[src/rtl/serial_adder_ctrl.sv]
// Bit-serial adder: one full-adder cell, fed LSB-first from operand shift
// registers, with a carry flop closing cout back to cin. A start/busy/done
// handshake frames each WIDTH-cycle add; sum/cout are registered and held.
//
//   state  | meaning
//   -------+---------------------------------------------------------
//   S_IDLE | waiting for start; sum/cout hold the last result
//   S_RUN  | one bit per clock through the full-adder cell (busy=1)
//   S_DONE | one-cycle done pulse; sum/cout valid
module serial_adder_ctrl #(
    parameter int WIDTH = 8
) (
    input  logic             clk,
    input  logic             reset,
    input  logic             start,
    input  logic [WIDTH-1:0] a_in,
    input  logic [WIDTH-1:0] b_in,
    input  logic             cin_in,
    output logic             busy,
    output logic             done,
    output logic [WIDTH-1:0] sum,
    output logic             cout
);

    localparam int CW = (WIDTH > 1) ? $clog2(WIDTH) : 1;
    localparam logic [CW-1:0] LAST = CW'(WIDTH - 1);

    typedef enum logic [1:0] {
        S_IDLE = 2'd0,
        S_RUN  = 2'd1,
        S_DONE = 2'd2
    } state_t;

    state_t           state_q, state_d;
    logic [WIDTH-1:0] a_sh_q, a_sh_d;
    logic [WIDTH-1:0] b_sh_q, b_sh_d;
    logic [WIDTH-1:0] sum_sh_q, sum_sh_d;
    logic [WIDTH-1:0] sum_q, sum_d;
    logic             carry_q, carry_d;
    logic             cout_q, cout_d;
    logic [CW-1:0]    count_q, count_d;

    logic fa_s;
    logic fa_c;

    // Full-adder cell on the current LSBs and the looped-back carry.
    always_comb begin
        fa_s = a_sh_q[0] ^ b_sh_q[0] ^ carry_q;
        fa_c = (a_sh_q[0] & b_sh_q[0]) | (a_sh_q[0] & carry_q) | (b_sh_q[0] & carry_q);
    end

    // Next-state and datapath update; everything holds unless the state says otherwise.
    always_comb begin
        state_d  = state_q;
        a_sh_d   = a_sh_q;
        b_sh_d   = b_sh_q;
        sum_sh_d = sum_sh_q;
        sum_d    = sum_q;
        carry_d  = carry_q;
        cout_d   = cout_q;
        count_d  = count_q;
        case (state_q)
            S_IDLE: begin
                if (start) begin
                    a_sh_d   = a_in;
                    b_sh_d   = b_in;
                    carry_d  = cin_in;
                    count_d  = '0;
                    sum_sh_d = '0;
                    state_d  = S_RUN;
                end
            end
            S_RUN: begin
                sum_sh_d = {fa_s, sum_sh_q[WIDTH-1:1]};
                a_sh_d   = {1'b0, a_sh_q[WIDTH-1:1]};
                b_sh_d   = {1'b0, b_sh_q[WIDTH-1:1]};
                carry_d  = fa_c;
                count_d  = count_q + CW'(1);
                if (count_q == LAST) begin
                    // Last bit: publish the result and park the counter.
                    sum_d   = {fa_s, sum_sh_q[WIDTH-1:1]};
                    cout_d  = fa_c;
                    count_d = '0;
                    state_d = S_DONE;
                end
            end
            S_DONE: begin
                state_d = S_IDLE;
            end
            default: begin
                state_d = S_IDLE;
            end
        endcase
    end

    // State and datapath registers; synchronous reset clears everything.
    always_ff @(posedge clk) begin
        if (reset) begin
            state_q  <= S_IDLE;
            a_sh_q   <= '0;
            b_sh_q   <= '0;
            sum_sh_q <= '0;
            sum_q    <= '0;
            carry_q  <= 1'b0;
            cout_q   <= 1'b0;
            count_q  <= '0;
        end else begin
            state_q  <= state_d;
            a_sh_q   <= a_sh_d;
            b_sh_q   <= b_sh_d;
            sum_sh_q <= sum_sh_d;
            sum_q    <= sum_d;
            carry_q  <= carry_d;
            cout_q   <= cout_d;
            count_q  <= count_d;
        end
    end

    // Handshake outputs decode straight from the state flops.
    always_comb begin
        busy = (state_q == S_RUN);
        done = (state_q == S_DONE);
        sum  = sum_q;
        cout = cout_q;
    end

endmodule

[config.mk]
export PLATFORM = sky130hd
export DESIGN_NAME = serial_adder_ctrl
export DESIGN_NICKNAME = d
export VERILOG_FILES = /design/src/rtl/serial_adder_ctrl.sv
export SDC_FILE = /design/constraint.sdc
export NUM_CORES = 1
export LEC_CHECK = 0
export CORE_MARGIN = 1.5
export CORE_UTILIZATION = 40
export DETAILED_ROUTE_END_ITERATION = 10
export PLACE_DENSITY = 0.65
export SLEW_MARGIN = 20
export SYNTH_ARGS = -nofsm -noshare
export SYNTH_HDL_FRONTEND = slang
export SYNTH_SLANG_ARGS = --single-unit
[constraint.sdc]
create_clock -name clk -period 1.75 [get_ports clk]
set_input_delay 0.525 -clock clk [delete_from_list [all_inputs] [get_ports clk]]
set_output_delay 0.525 -clock clk [all_outputs]
set_load 0.02 [all_outputs]
==> impl_metrics.yaml <==
run_status:
  run_status: "completed"
floorplan:
  initial_core_util: 0.426
  fp.dieW_um: 66.4
  die_h_um: 66.4
  die_area_um2: 4410
  coreArea_um2: 3770
  io_pins: 31
  row_count: 22
placed_design:
  place_hpwl_um: 2340
  dp_slack_ps: -36.1
  port_buffers: 30
  gp_congestion: 0.773
setup_path:
  cpPeakStageDelay_ps: 330
  slowest_stage: "dfxtp_1"
  critPathTopFamily: "buffers and inverters"
  crit_buf_inv: 2
  crit_path_start: "state_q[1]"
  start_kind: "register"
  end_kind: "output port"
  timing_worst_setup_path_type: "reg2out"
  cp_data_required_time_ps: 1220
  reg2reg_from: "count_q[0]"
  path_cells: "nand2b_1 -> inv_2 -> clkdlybuf4s15_1"
  crit_arrival_ps: 1170
  worst-path-max-fanout: 4
sta:
  final.period_utilization: 0.969
  rsz0062_at_grt: "false"
  setup_viol: 0
  worstMarginPinSlew_ps: 396
  slew_headroom: 0.735
  setup_ws_ps: 55.1
  fin_skew_ps: 5.40
  fmax_mhz: 590
  tns_ps: 0
  slew_violations: 0
  period_needed_ps: 1690
  hold_viol: 0
  whs_ps: 454
clocking:
  cts_setup_buffers: 0
  clock_path_buffers: 2
  cts_tree: "yes"
  cts_hold_buf: 0
  cts_buffers: 5
  cts_sinks: 38
  clock_latency_ps: 290
  htree_levels: 2
  cts-root-buf: "clkbuf_8"
  path_clk_slew_ps: 70
drt:
  drc: 0
  drt_wl_total_um: 3340
  drtPass1Iterations: 4
  drt_iter0_drc: 81
  wl_per_cell_um: 12.9
  via_per_inst: 5.10
  num_vias: 1320
  ant_nets: 0
global_routing:
  grt_pass1_wl_um: 5780
  grt_max_degree: 39
  antenna_found_initial: 0
  grt_util_all_layers: 0.176
  grt_pass1_vias: 1274
  grt_overflow: 0
layout:
  fin_util: 0.550
  area_growth_pct: 29.0
  antenna_cells: 0
  fin_nets: 233
  final_cell_mix: "38 x dfxtp_1, 30 x nor2_1, 19 x clkdlybuf4s50_1"
  drive_gt1_frac: 0.123
  final_common_cell: "dfxtp_1"
flow_run:
  maxCapViolCount: 0
synth:
  synth-compound-area-share: 0.207
  avgSynthCellArea_um2: 9.08
  synth_seq_cells: 38
  ys_types: 27
  syn_area_um2: 1610
  syn_inst: 177
  synthAdderAreaFrac: 0.0280
  synth_top_family_by_area: "compound AO/OA/AOI/OAI gates"
  synth_mux_area_frac: 0.0748
  yosys-top-cells-area: "dfxtp_1 47%, mux2i_1 7.5%, nor2_1 7.0%, a21oi_1 5.6%, a211oi_1 5.1%"
  synth.top_cell.area_share: 0.474
  synth-simple-area-share: 0.150
  synthXorXnorAreaFrac: 0
  synth_top_cell_by_area: "dfxtp_1"
  seq_area_frac_synth: 0.474
  synth_warnings: 0
  syn_nets: 200
power_and_ir_drop:
  finalPower_w: 0.00178
  p_leak_nw: 0.855
  power.density_nw_per_um2: 857
  vdd_drop_max_uv: 443
worst_hold_path:
  min_path_type: "reg2reg"
  hp-start: "sum[4]"
-- flip-flops by register name, indices dropped and copies added, names as in the netlist --
register	cells
sum	8
sum_sh_q	7
a_sh_q	8
state_q	2
carry_q	1
b_sh_q	8
count_q	3
cout	1
-- worst paths after layout --
kind                  to  slack [ps]  cells past startpoint
setup / recovery    busy          60                      3
hold reg to reg   sum[4]         450                      2
setup reg to reg  sum[7]         400                      5
hold / removal    sum[4]         450                      2
-- metrics by stage --
step | area (um^2) | instances
after global placement | 1990 | 251
after CTS | 2070 | 259
after floorplan | 1610 | 177
after detailed placement | 1990 | 251
final | 2070 | 259
after global routing | 2070 | 259
-- timing repair --
item                       in CTS  in global routing
gates cloned                    0                  0
setup endpoints to repair      11                  2
gates resized for setup        11                  2
-- worst reg2reg max path, delay by kind of cell (launching register included) --
kind,cells,cell delay (ps)
AOI/OAI and AO/OA,1,160
adders and majority gates,2,390
DFF,1,330
and+or+nand+nor,2,420
-- cells by family (layout without fill, tap and decap cells) --
group | after synthesis | in the layout
simple gates | 55 | 55
compound gates | 48 | 48
flops | 38 | 38
buf+inv | 21 | 55
mux | 12 | 12
fa+ha+maj | 3 | 3
-- report_power, final --
group	internal, W	leakage, nW	total, W	switching, W
clock network	0.000316	0.0472	0.000626	0.000309
registers	0.000904	0.311	0.000930	0.0000260
logic	0.000118	0.497	0.000222	0.000104
-- synth_stat cells (all sizes together) --
master  count
ha          2
a21oi      18
o221a       4
nand3b      1
o22a        1
nor3        1
o21bai      1
nand2b      2
dfxtp      38
o21ai       2
a211oi     11
o21ba       1
nor2b       1
inv         6
nand3       9
nor2       30
clkbuf      6
buf         9
mux2i      12
nand2       9
or3b        2
a22oi      10
fa          1
-- final cells by class --
cell class / instances / area, um^2
Clock buffer: 6 / 82.6
Clock inverter: 2 / 12.5
Fill cell: 337 / 1700
Inverter: 6 / 22.5
Multi-Input combinational cell: 118 / 738
Sequential cell: 38 / 761
Tap cell: 48 / 60.1
Timing Repair Buffer: 41 / 397
-- layer usage --
metal,routed length (um),part of all wire,track usage,vias to the layer above
met1,1590,0.48,0.221,607
met4,72,0.022,0.0918,0
met2,1580,0.47,0.278,17
li1,-,-,-,689
met3,95,0.028,0.0409,7
met5,0,0,0,-
Note: power is estimated with default switching activity, not from simulation.
